$ cat src/rtl/aes_bridge_pkg.sv
// ---------------------------------------------------------------------------
// aes_bridge_pkg
//   Shared types and defaults for the UART <-> AES framing bridge.
//   - state_t      : bridge state encoding (RX and TX phases)
//   - block_t      : one 128-bit AES block (key, plaintext or ciphertext)
//   - BLOCK_BYTES_DEFAULT : bytes per key and per data block
// ---------------------------------------------------------------------------
package aes_bridge_pkg;

    localparam int BLOCK_BYTES_DEFAULT = 16;
    localparam int BLOCK_BITS          = 128;

    typedef logic [BLOCK_BITS-1:0] block_t;

    typedef enum logic [2:0] {
        RX_KEY       = 3'd0,
        RX_PT        = 3'd1,
        START        = 3'd2,
        WAIT_CORE    = 3'd3,
        TX_SEND      = 3'd4,
        TX_WAIT_LOW  = 3'd5,
        TX_WAIT_HIGH = 3'd6
    } state_t;

endpackage

$ cat src/rtl/aes_tx_serializer.sv
// ---------------------------------------------------------------------------
// aes_tx_serializer
//   Sends a 128-bit block to the UART transmitter one byte at a time,
//   most significant byte first, using the tx_ready level handshake.
//
//   Ports
//     CLK, RST      : clock, asynchronous active-high reset
//     load_i        : one-cycle strobe, latch load_data_i and start sending
//     load_data_i   : block to send
//     tx_ready_i    : UART transmitter idle (level)
//     tx_data_o     : byte being sent, held until the next send request
//     tx_enable_o   : one-cycle send request
//     ser_done_o    : one-cycle pulse after the last byte has been accepted
// ---------------------------------------------------------------------------
module aes_tx_serializer
    import aes_bridge_pkg::*;
#(
    parameter int BLOCK_BYTES = BLOCK_BYTES_DEFAULT
) (
    input  logic       CLK,
    input  logic       RST,
    input  logic       load_i,
    input  block_t     load_data_i,
    input  logic       tx_ready_i,
    output logic [7:0] tx_data_o,
    output logic       tx_enable_o,
    output logic       ser_done_o
);

    localparam int               CNT_W    = $clog2(BLOCK_BYTES + 1);
    localparam logic [CNT_W-1:0] CNT_LAST = CNT_W'(BLOCK_BYTES);

    state_t           state_q;
    logic             active_q;
    block_t           shift_q;
    logic [CNT_W-1:0] cnt_q;
    logic [7:0]       tx_data_q;
    logic             tx_enable_q;
    logic             ser_done_q;

    // NOTE: sequential state uses non-blocking assignments so every register
    // samples the pre-edge values, independent of statement order.
    always_ff @(posedge CLK or posedge RST) begin
        if (RST) begin
            state_q     <= TX_SEND;
            active_q    <= 1'b0;
            shift_q     <= '0;
            cnt_q       <= '0;
            tx_data_q   <= '0;
            tx_enable_q <= 1'b0;
            ser_done_q  <= 1'b0;
        end else begin
            tx_enable_q <= 1'b0;
            ser_done_q  <= 1'b0;
            if (load_i) begin
                shift_q  <= load_data_i;
                cnt_q    <= '0;
                active_q <= 1'b1;
                // Issue the first request straight from the load so the
                // byte leaves one cycle after core_done when the UART is idle.
                if (tx_ready_i) begin
                    tx_enable_q <= 1'b1;
                    tx_data_q   <= load_data_i[BLOCK_BITS-1 -: 8];
                    state_q     <= TX_WAIT_LOW;
                end else begin
                    state_q     <= TX_SEND;
                end
            end else if (active_q) begin
                unique case (state_q)
                    TX_SEND: begin
                        if (tx_ready_i) begin
                            tx_enable_q <= 1'b1;
                            tx_data_q   <= shift_q[BLOCK_BITS-1 -: 8];
                            state_q     <= TX_WAIT_LOW;
                        end
                    end
                    TX_WAIT_LOW: begin
                        // UART has taken the byte once it reports busy.
                        if (!tx_ready_i) begin
                            shift_q <= {shift_q[BLOCK_BITS-9:0], 8'h00};
                            cnt_q   <= cnt_q + 1'b1;
                            state_q <= TX_WAIT_HIGH;
                        end
                    end
                    TX_WAIT_HIGH: begin
                        if (tx_ready_i) begin
                            state_q <= TX_SEND;
                            if (cnt_q == CNT_LAST) begin
                                cnt_q      <= '0;
                                active_q   <= 1'b0;
                                ser_done_q <= 1'b1;
                            end
                        end
                    end
                    default: state_q <= TX_SEND;
                endcase
            end
        end
    end

    assign tx_data_o   = tx_data_q;
    assign tx_enable_o = tx_enable_q;
    assign ser_done_o  = ser_done_q;

endmodule

$ cat src/rtl/aes_uart_bridge.sv
// ---------------------------------------------------------------------------
// aes_uart_bridge
//   Framing stage between a byte-wide UART and a 128-bit AES core.
//   Collects 16 key bytes then 16 plaintext bytes, pulses core_start,
//   captures the ciphertext on core_done and streams it back to the UART.
//   Bytes arriving outside the receive phase are dropped and counted.
//
//   Ports
//     CLK, RST            : clock, asynchronous active-high reset
//     rx_ready, rx_data   : received-byte strobe and data
//     tx_ready            : UART transmitter idle (level)
//     tx_data, tx_enable  : byte to send and one-cycle send request
//     core_key, core_pt   : key / plaintext, byte 0 in bits [127:120]
//     core_start          : one-cycle start pulse to the core
//     core_done, core_ct  : ciphertext strobe and data from the core
//     busy                : high in every state except RX_KEY
//     drop_cnt            : saturating count of dropped bytes
//
//   Build option
//     AES_BRIDGE_TIMEOUT_EN : when defined, a partial frame idle for
//                             TIMEOUT_CYCLES cycles is discarded.
// ---------------------------------------------------------------------------
module aes_uart_bridge
    import aes_bridge_pkg::*;
#(
    parameter int BLOCK_BYTES    = BLOCK_BYTES_DEFAULT,
    parameter int TIMEOUT_CYCLES = 1200000
) (
    input  logic       CLK,
    input  logic       RST,
    input  logic       rx_ready,
    input  logic [7:0] rx_data,
    input  logic       tx_ready,
    output logic [7:0] tx_data,
    output logic       tx_enable,
    output block_t     core_key,
    output block_t     core_pt,
    output logic       core_start,
    input  logic       core_done,
    input  block_t     core_ct,
    output logic       busy,
    output logic [7:0] drop_cnt
);

    localparam int                BCNT_W    = $clog2(BLOCK_BYTES);
    localparam logic [BCNT_W-1:0] BCNT_LAST = BCNT_W'(BLOCK_BYTES - 1);

    state_t            state_q;
    logic [BCNT_W-1:0] byte_cnt_q;
    block_t            key_q;
    block_t            pt_q;
    logic              core_start_q;
    logic [7:0]        drop_cnt_q;

    logic rx_window;
    logic accept;
    logic drop;
    logic ser_load;
    logic ser_done;
    logic timeout_hit;

    assign rx_window = (state_q == RX_KEY) || (state_q == RX_PT);
    assign accept    = rx_ready && rx_window;
    assign drop      = rx_ready && !rx_window;
    assign ser_load  = (state_q == WAIT_CORE) && core_done;

`ifdef AES_BRIDGE_TIMEOUT_EN
    localparam int TO_W = $clog2(TIMEOUT_CYCLES + 1);

    logic [TO_W-1:0] to_cnt_q;
    logic            partial;

    assign partial = ((state_q == RX_KEY) && (byte_cnt_q != '0)) || (state_q == RX_PT);
    // A byte in the expiry cycle is accepted instead of timing out.
    assign timeout_hit = partial && !accept && (to_cnt_q == TO_W'(TIMEOUT_CYCLES - 1));

    always_ff @(posedge CLK or posedge RST) begin
        if (RST) begin
            to_cnt_q <= '0;
        end else if (accept || !partial || timeout_hit) begin
            to_cnt_q <= '0;
        end else begin
            to_cnt_q <= to_cnt_q + 1'b1;
        end
    end
`else
    localparam int unused_timeout_cycles = TIMEOUT_CYCLES;

    assign timeout_hit = 1'b0;
`endif

    always_ff @(posedge CLK or posedge RST) begin
        if (RST) begin
            state_q      <= RX_KEY;
            byte_cnt_q   <= '0;
            key_q        <= '0;
            pt_q         <= '0;
            core_start_q <= 1'b0;
            drop_cnt_q   <= '0;
        end else begin
            core_start_q <= 1'b0;

            if (drop && (drop_cnt_q != 8'hFF)) begin
                drop_cnt_q <= drop_cnt_q + 8'd1;
            end

            unique case (state_q)
                RX_KEY: begin
                    if (accept) begin
                        key_q <= {key_q[BLOCK_BITS-9:0], rx_data};
                        if (byte_cnt_q == BCNT_LAST) begin
                            byte_cnt_q <= '0;
                            state_q    <= RX_PT;
                        end else begin
                            byte_cnt_q <= byte_cnt_q + 1'b1;
                        end
                    end else if (timeout_hit) begin
                        byte_cnt_q <= '0;
                    end
                end
                RX_PT: begin
                    if (accept) begin
                        pt_q <= {pt_q[BLOCK_BITS-9:0], rx_data};
                        if (byte_cnt_q == BCNT_LAST) begin
                            byte_cnt_q   <= '0;
                            core_start_q <= 1'b1;
                            state_q      <= START;
                        end else begin
                            byte_cnt_q <= byte_cnt_q + 1'b1;
                        end
                    end else if (timeout_hit) begin
                        byte_cnt_q <= '0;
                        state_q    <= RX_KEY;
                    end
                end
                START: begin
                    state_q <= WAIT_CORE;
                end
                WAIT_CORE: begin
                    if (core_done) begin
                        state_q <= TX_SEND;
                    end
                end
                // The serializer owns the TX handshake sub-states; the bridge
                // only waits here for it to finish.
                TX_SEND, TX_WAIT_LOW, TX_WAIT_HIGH: begin
                    if (ser_done) begin
                        state_q <= RX_KEY;
                    end
                end
                default: state_q <= RX_KEY;
            endcase
        end
    end

    aes_tx_serializer #(
        .BLOCK_BYTES (BLOCK_BYTES)
    ) u_tx_serializer (
        .CLK         (CLK),
        .RST         (RST),
        .load_i      (ser_load),
        .load_data_i (core_ct),
        .tx_ready_i  (tx_ready),
        .tx_data_o   (tx_data),
        .tx_enable_o (tx_enable),
        .ser_done_o  (ser_done)
    );

    assign core_key   = key_q;
    assign core_pt    = pt_q;
    assign core_start = core_start_q;
    assign busy       = (state_q != RX_KEY);
    assign drop_cnt   = drop_cnt_q;

endmodule

$ cat config.mk
export PLATFORM = sky130hd
export DESIGN_NAME = aes_uart_bridge
export DESIGN_NICKNAME = d
export VERILOG_FILES = /design/src/rtl/aes_bridge_pkg.sv /design/src/rtl/aes_tx_serializer.sv /design/src/rtl/aes_uart_bridge.sv
export SDC_FILE = /design/constraint.sdc
export NUM_CORES = 1
export LEC_CHECK = 0
export CORE_AREA = 2 2 220 179
export DETAILED_ROUTE_END_ITERATION = 8
export DIE_AREA = 0 0 222 181
export GPL_TIMING_DRIVEN = 0
export HOLD_SLACK_MARGIN = 0.03
export PLACE_DENSITY = 0.73
export SKIP_CTS_REPAIR_TIMING = 1
export SLEW_MARGIN = 5
export SYNTH_ARGS = -nofsm -noshare
export SYNTH_HDL_FRONTEND = slang
export SYNTH_SLANG_ARGS = --single-unit
export TNS_END_PERCENT = 50
$ cat constraint.sdc
create_clock -name CLK -period 30.9 [get_ports CLK]
set_input_delay 6.18 -clock CLK [delete_from_list [all_inputs] [get_ports CLK]]
set_output_delay 6.18 -clock CLK [all_outputs]
set_load 0.1 [all_outputs]
==> results of run 1 <==
## power breakdown
| group | total [mW] | internal (mW) | switching (mW) |
|---|---|---|---|
| clock network | 0.508 | 0.294 | 0.214 |
| registers | 0.571 | 0.558 | 0.0133 |
| logic | 0.139 | 0.0448 | 0.0947 |
| total | 1.22 | 0.897 | 0.322 |
## kinds of logic after synthesis
group                    count (synthesis)
multiplexers                           277
AND/OR/NAND/NOR                        410
buffers and inverters                   97
adder cells (fa/ha/maj)                  4
AO/OA/AOI/OAI                          159
XOR/XNOR                                 5
flip-flops                             418
## stage by stage
stage	util, %	hold WS [ns]	power (mW)	std cells	cell area (um^2)
floorplan	-	0.462	0.670	1370	16900
global placement	57.2	0.487	0.717	2280	21700
detailed placement	57.5	0.491	0.720	2283	21800
CTS	61.1	0.507	1.23	2361	23100
global route	61.1	0.522	1.27	2365	23200
finish	61.1	0.504	1.22	2366	23200
## worst max-delay path, stage by stage (launching register included)
cell and delay [ns]:
dfrtp_1 0.42, clkbuf_1 0.36, or3_1 0.19, clkdlybuf4s50_1 1.13
## cell usage after synthesis (2+ instances only)
master     count
a21oi_1        6
a22o_1         8
a311oi_1       2
a31oi_1      121
a41oi_1        2
buf_1          2
buf_2         29
buf_8          2
clkbuf_1      45
clkbuf_8      11
dfrtp_1      418
ha_1           4
inv_1          7
mux2_2       277
nand2_1      250
nand2b_1       4
nand3_1        6
nand4_1        4
nand4b_1       2
nand4bb_1      2
nor2_1       126
nor3_1         2
o211ai_1       3
o21ai_0        9
o31ai_1        2
or3_1          3
xnor2_1        4
## metal layers
metal  up-vias  global-route usage, %  share of wire [%]  wire length, um
met5         -                      0               0.15               68
li1       5696                      -                  -                -
met1      6330                   30.9                 43            20100
met4        10                   6.00                2.1              999
met3        76                   5.30                6.3             2920
met2       403                   38.1                 48            22500
## registers in the layout (all words and copies together), names as in the netlist
register and cells:
u_tx_serializer.ser_done_o 1, core_start 1, core_pt 128, state_q 3, u_tx_serializer.active_q 1, u_tx_serializer.shift_q 128
u_tx_serializer.state_q 2, u_tx_serializer.cnt_q 5, drop_cnt 8, u_tx_serializer.tx_enable_o 1, byte_cnt_q 4, u_tx_serializer.tx_data_o 8
core_key 128
## cell type report
| type | count | area, um^2 | share of cell area, % |
|---|---|---|---|
| plain buffers | 90 | 514 | 2.22 |
| repair buffers | 418 | 4240 | 18.3 |
| clock buffers | 62 | 1230 | 5.30 |
| multi-input cells | 855 | 5910 | 25.5 |
| diodes | 5 | 12.5 | 0.0540 |
| well taps | 495 | 619 | 2.67 |
| clock inverters | 16 | 149 | 0.643 |
| inverters | 7 | 33.8 | 0.146 |
| flip-flops and latches | 418 | 10500 | 45.2 |
## path summary, 6_finish.rpt
path | cells after the start | start | endpoint | slack (ns)
setup / recovery | 3 | state_q[1]$_DFFE_PP0P_ | busy | 22.08
hold / removal | 1 | u_tx_serializer.tx_data_o[7]$_DFFE_PP0P_ | u_tx_serializer.tx_data_o[7]$_DFFE_PP0P_ | 0.50
setup reg to reg | 6 | state_q[0]$_DFFE_PP0P_ | u_tx_serializer.shift_q[11]$_DFFE_PP0P_ | 28.71
hold reg to reg | 1 | u_tx_serializer.tx_data_o[7]$_DFFE_PP0P_ | u_tx_serializer.tx_data_o[7]$_DFFE_PP0P_ | 0.50
max in group asynchronous | 4 | RST | core_key[47]$_DFFE_PP0P_ | 23.42
min in group asynchronous | 2 | RST | drop_cnt[4]$_DFFE_PP0P_ | 6.06
==> flow_summary.ini, run 1 <==
[routing]
post_drt_wl_per_cell_um = 19.7
ant_nets = 0
vias = 12500
routed_wl_um = 46600
vias_per_cell = 5.29
firstDrtPassIters = 7
first_iter_violations = 936
drc = 0

[synth]
yosys.area.top_type = dfrtp_1
synth_edf_count = 0
ys_types = 46
synthFlopType = dfrtp_1
synth_top_cell_area_share_pct = 61.9
syn-cell-area_um2 = 16900
synth_xor_area_share_pct = 0.259
ys_seq_area_share_pct = 61.9
yosys_warnings = 0
synth_area_leaders = dfrtp_1 62%, mux2_2 18%, nand2_1 5.6%
synth_simple_gate_area_share_pct = 9.83
syn_nets = 1515
synth_compound_area_share_pct = 6.10
syn_area_per_cell_um2 = 12.3
async_flop_share_pct = 100
synth_fa_ha_area_share_pct = 0.296
synth_top_family_by_area = multiplexers
synthCells = 1370
muxShareOfSynthArea_pct = 18.5
synth_seq_cells = 418

[critical_path]
setup.worst_path.end_class = primary output
worstSetupPathType = flop to primary output
start_kind = flop
cp.arrival_ns = 2.64
cp_max_fo = 10
cp.required_ns = 24.72

[place]
place.gp.congestion = 0.863
dpl.hpwl_um = 34500
dp_worst_setup_slack_ns = 22.58
port_buffers = 415

[grt]
grt_usage_pct = 23.1
grt_pass1_vias = 12600
overflow = 0
grt_pass1_wl_um = 72900
antenna_found_initial = 11
grt_max_degree = 127

[finish]
final_common_cell = dfrtp_1
mostFrequentLayoutCells = 418 x dfrtp_1, 415 x clkdlybuf4s50_1, 277 x mux2_2
areaGrowthSynthToFinish_pct = 37.0
n_fill_cell = 3071
drive_gt1_share_pct = 21.2
final_nets = 1978

[timing]
fin_skew_ns = 0.0187
hold_violations = 0
rsz0062_at_grt = false
fmax_mhz = 113
layout_setup_ws_ns = 22.08
fin_setup_tns_ns = 0
worstMarginPinSlew_ns = 1.10
finalCritPeriodShare_pct = 28.5
maxSlewViolCount = 0
period_needed_ns = 8.82
slew_headroom_pct = 26.2
finalSetupViolations = 0

[floorplan]
coreArea_um2 = 37900
num_rows = 64
io_pins = 416
die_w_um = 222
start_util_pct = 44.6
die-area_um2 = 40200
die_h_um = 181

[outcome]
status = finished clean

[power_and_ir_drop]
powerDensity_nw_per_um2 = 52.6
leakagePower_nw = 10.6
ir_drop_mv = 0.0333

[cts]
htreeDepth = 2
cts_buffer_depth = 3
clock_latency_ns = 0.55
clockRootBuffer = clkbuf_16
cts_buffers = 43
clock-sinks = 418
cts_tree = done
clk_pin_slew_ns = 0.06

[hold_path]
hp-class = flop to flop

[job]
drv_cap = 0
Note: power is estimated with default switching activity, not from simulation.
==> run 2: changes to the inputs <==
--- a/config.mk
+++ b/config.mk
@@ -10,7 +10,7 @@
 export DIE_AREA = 0 0 222 181
 export GPL_TIMING_DRIVEN = 0
 export HOLD_SLACK_MARGIN = 0.03
-export PLACE_DENSITY = 0.73
+export PLACE_DENSITY = 0.76
 export SKIP_CTS_REPAIR_TIMING = 1
 export SLEW_MARGIN = 5
 export SYNTH_ARGS = -nofsm -noshare
==> constraint.sdc (replaced) <==
create_clock -name CLK -period 7.3 [get_ports CLK]
set_input_delay 1.46 -clock CLK [delete_from_list [all_inputs] [get_ports CLK]]
set_output_delay 1.46 -clock CLK [all_outputs]
set_load 0.1 [all_outputs]
==> flow_summary.ini, run 2 (synthesized netlist as in run 1, its figures left out) <==
[outcome]
status = finished clean

[grt]
grt_usage_pct = 23.3
grt_use_met3_pct = 5.92
met1_usage_pct = 29.9
grt_busiest_layer = met2
overflow = 0
grt_pass1_wl_um = 73300
grt_pass1_vias = 12700
grt_max_degree = 42
antenna_found_initial = 10
grt_use_met2_pct = 38.4

[routing]
ant_nets = 0
vias_per_cell = 5.27
firstDrtPassIters = 5
drc = 0
routed_wl_um = 47400
vias = 12500
first_iter_violations = 742
post_drt_wl_per_cell_um = 20.0

[cts]
cts_tree = done
clock_latency_ns = 0.56
clock-sinks = 418
clk_pin_slew_ns = 0.06
cts_buffer_depth = 3
clockRootBuffer = clkbuf_16
htreeDepth = 2
cts_buffers = 43

[power_and_ir_drop]
ir_drop_mv = 0.160
leakagePower_nw = 10.7
power_mw = 5.24
powerDensity_nw_per_um2 = 224

[finish]
areaGrowthSynthToFinish_pct = 38.3
drive_gt1_share_pct = 21.7
final_common_cell = dfrtp_1
final_util_pct = 61.7
final_nets = 1987
mostFrequentLayoutCells = 418 x dfrtp_1, 415 x clkdlybuf4s50_1, 277 x mux2_2
finalNonFillerCells = 2374

[critical_path]
r2r-start = state_q[0]$_DFFE_PP0P_
cp.required_ns = 5.84
r2r-end = u_tx_serializer.shift_q[95]$_DFFE_PP0P_
cp.arrival_ns = 2.62
rr_worst_depth = 6
start_kind = flop
cp_max_fo = 10
worstSetupPathType = flop to primary output
setup.worst_path.end_class = primary output
rrSetupSlack_ns = 5.11

[hold_path]
holdPathStages = 1
hold_end = u_tx_serializer.tx_data_o[7]$_DFFE_PP0P_
hp-class = flop to flop
hp-start = u_tx_serializer.tx_data_o[7]$_DFFE_PP0P_

[place]
place.gp.congestion = 0.880
dpl.hpwl_um = 36000
port_buffers = 415
dp.cells = 2292

[floorplan]
die_w_um = 222
num_rows = 64
start_util_pct = 44.6
coreArea_um2 = 37900
die_h_um = 181
die-area_um2 = 40200
io_pins = 416

[timing]
hold_violations = 0
finalSetupViolations = 0
finalCritPeriodShare_pct = 55.9
fin_skew_ns = 0.0177
fin_setup_tns_ns = 0
slew_headroom_pct = 21.9
period_needed_ns = 4.08
hold_ws_ns = 0.503
fmax_mhz = 245
maxSlewViolCount = 0
rsz0062_at_grt = false
worstMarginPinSlew_ns = 1.17

[job]
drv_cap = 0
## run 2: changes by cell type in the layout (fill, tap and decap cells not counted), moves of 2 or more
cell / change
clkbuf_8: +4
buf_12: +12
clkbuf_1: -4
buf_16: -3
inv_6: -2
clkinv_8: +2
## run 2: final cells by class
class,instances,area [um^2]
clock inverter,13,144
sequential,418,10500
antenna,6,15.0
tap,495,619
timing repair buffer,427,4390
buffer,90,514
clock buffer,63,1290
fill,2933,14500
multi-input combinational,855,5910
inverter,7,30.0
## run 2: metal layers
metal | vias to the layer above | wire (um)
met3 | 93 | 3120
li1 | 5711 | -
met4 | 6 | 1530
met2 | 410 | 22900
met5 | - | 43
met1 | 6285 | 19900
## run 2: stage by stage
stage	instance area (um^2)	setup WS [ns]
after global routing	23400	3.11
after floorplan	16900	0.202
after global placement	21700	-2.38
after CTS	23400	3.19
after detailed placement	21900	3.50
final	23400	3.22
## run 2: worst max-delay path: stages (launching register included)
cell	delay, ns
dfrtp_1	0.41
clkbuf_1	0.35
or3_1	0.19
clkdlybuf4s50_1	1.13
## run 2: power breakdown
part	leakage [nW]	internal [mW]	switching, mW
registers	5.80	2.36	0.0560
clock network	0.711	1.30	0.926
logic	4.22	0.199	0.401
total	10.7	3.86	1.38
## run 2: worst max-delay path by stage
stage / start / end / cells after the start
finish: state_q[2]$_DFFE_PP0P_ / busy / 3
global route: state_q[1]$_DFFE_PP0P_ / busy / 3
CTS: state_q[1]$_DFFE_PP0P_ / busy / 3
detailed placement: RST / u_tx_serializer.shift_q[14]$_DFFE_PP0P_ / 7
global placement: RST / u_tx_serializer.shift_q[5]$_DFFE_PP0P_ / 2
floorplan: RST / byte_cnt_q[0]$_DFFE_PP0P_ / 1
==> run 3: changes to the inputs <==
==> constraint.sdc (replaced) <==
create_clock -name CLK -period 3.3 [get_ports CLK]
set_input_delay 0.66 -clock CLK [delete_from_list [all_inputs] [get_ports CLK]]
set_output_delay 0.66 -clock CLK [all_outputs]
set_load 0.1 [all_outputs]
==> flow_summary.ini, run 3 (synthesized netlist as in run 1, its figures left out) <==
[critical_path]
rr_worst_depth = 6
cp.arrival_ns = 2.26
cp_max_fo = 10
start_kind = flop
setup.worst_path.end_class = primary output
cp.required_ns = 2.64
worstSetupPathType = flop to primary output

[timing]
fmax_mhz = 342
hold_ws_ns = 0.505
hold_violations = 0
finalSetupViolations = 0
slew_headroom_pct = 21.9
rsz0062_at_grt = false
fin_setup_tns_ns = 0
period_needed_ns = 2.92
finalCritPeriodShare_pct = 88.5
worstMarginPinSlew_ns = 1.17
maxSlewViolCount = 0
fin_skew_ns = 0.0184
layout_setup_ws_ns = 0.378

[place]
dpl.hpwl_um = 36000
place.gp.congestion = 0.880
dpl_cell_area_um2 = 21900
dp_worst_setup_slack_ns = 0.301
port_buffers = 415

[finish]
mostFrequentLayoutCells = 418 x dfrtp_1, 414 x clkdlybuf4s50_1, 277 x mux2_2
final_common_cell = dfrtp_1
areaGrowthSynthToFinish_pct = 38.3
final_nets = 1987
design_area_um2 = 23400
drive_gt1_share_pct = 21.7

[floorplan]
num_rows = 64
die_w_um = 222
start_util_pct = 44.6
die-area_um2 = 40200
die_h_um = 181
io_pins = 416
coreArea_um2 = 37900

[cts]
cts_buffers = 43
cts_buffer_depth = 3
clk_pin_slew_ns = 0.06
cts_tree = done
clock_latency_ns = 0.56
clock-sinks = 418
clockRootBuffer = clkbuf_16
htreeDepth = 2

[outcome]
status = finished clean

[power_and_ir_drop]
leakagePower_nw = 10.7
powerDensity_nw_per_um2 = 496
ir_drop_mv = 0.354

[routing]
met1Wirelength_um = 19900
routed_wl_um = 47400
post_drt_wl_per_cell_um = 19.9
first_iter_violations = 694
highest_layer = met5
met3_wirelength_um = 3100
vias = 12500
drc = 0
vias_per_cell = 5.27
wl_met2_um = 22800
ant_nets = 0
firstDrtPassIters = 6

[hold_path]
hp-class = flop to flop
holdPathStages = 1

[grt]
overflow = 0
grt_max_degree = 42
grt_usage_pct = 23.3
grt_pass1_vias = 12700
grt_pass1_wl_um = 73300
antenna_found_initial = 10

[job]
drv_cap = 0
run 3: cell count changes in the layout (fill, tap and decap cells not counted), sizes merged:
cell	previous run	this run
dlymetal6s2s	0	1
clkdlybuf4s50	415	414
run 3: metal layers:
layer	vias to the layer above	track usage, %
li1	5714	-
met1	6280	29.9
met2	412	38.4
met3	95	5.92
met4	6	8.43
met5	-	0
run 3: report_power, final:
part | switching, mW | internal, mW | total (mW)
sequential | 0.121 | 5.22 | 5.34
combinational | 0.887 | 0.440 | 1.33
clock | 2.05 | 2.88 | 4.93
run 3: final cells by class:
| cell class | count | area (um^2) |
|---|---|---|
| Clock inverter | 13 | 144 |
| Fill cell | 2932 | 14500 |
| Inverter | 7 | 30.0 |
| Tap cell | 495 | 619 |
| Sequential cell | 418 | 10500 |
| Buffer | 90 | 514 |
| Antenna cell | 6 | 15.0 |
| Clock buffer | 63 | 1290 |
| Timing Repair Buffer | 427 | 4400 |
| Multi-Input combinational cell | 855 | 5910 |
run 3: critical path, stage by stage (launching register included):
cell and delay, ns:
dfrtp_1 0.42, clkbuf_1 0.37, or3_1 0.19, dlymetal6s2s_1 0.75
run 3: final timing paths:
kind / startpoint / end / slack (ns)
max: state_q[1]$_DFFE_PP0P_ / busy / 0.38
max reg2reg: state_q[0]$_DFFE_PP0P_ / u_tx_serializer.shift_q[95]$_DFFE_PP0P_ / 1.13
min reg2reg: u_tx_serializer.tx_data_o[7]$_DFFE_PP0P_ / u_tx_serializer.tx_data_o[7]$_DFFE_PP0P_ / 0.50
min: u_tx_serializer.tx_data_o[7]$_DFFE_PP0P_ / u_tx_serializer.tx_data_o[7]$_DFFE_PP0P_ / 0.50
min in group asynchronous: RST / core_key[115]$_DFFE_PP0P_ / 0.63
max in group asynchronous: RST / u_tx_serializer.shift_q[2]$_DFFE_PP0P_ / 0.94
run 3: metrics by stage:
stage	utilization [%]	instances	power (mW)
finish	61.7	2374	11.6
global route	61.7	2373	12.0
CTS	61.7	2368	11.7
detailed placement	57.9	2292	6.76
global placement	57.2	2280	6.70
floorplan	-	1370	6.27
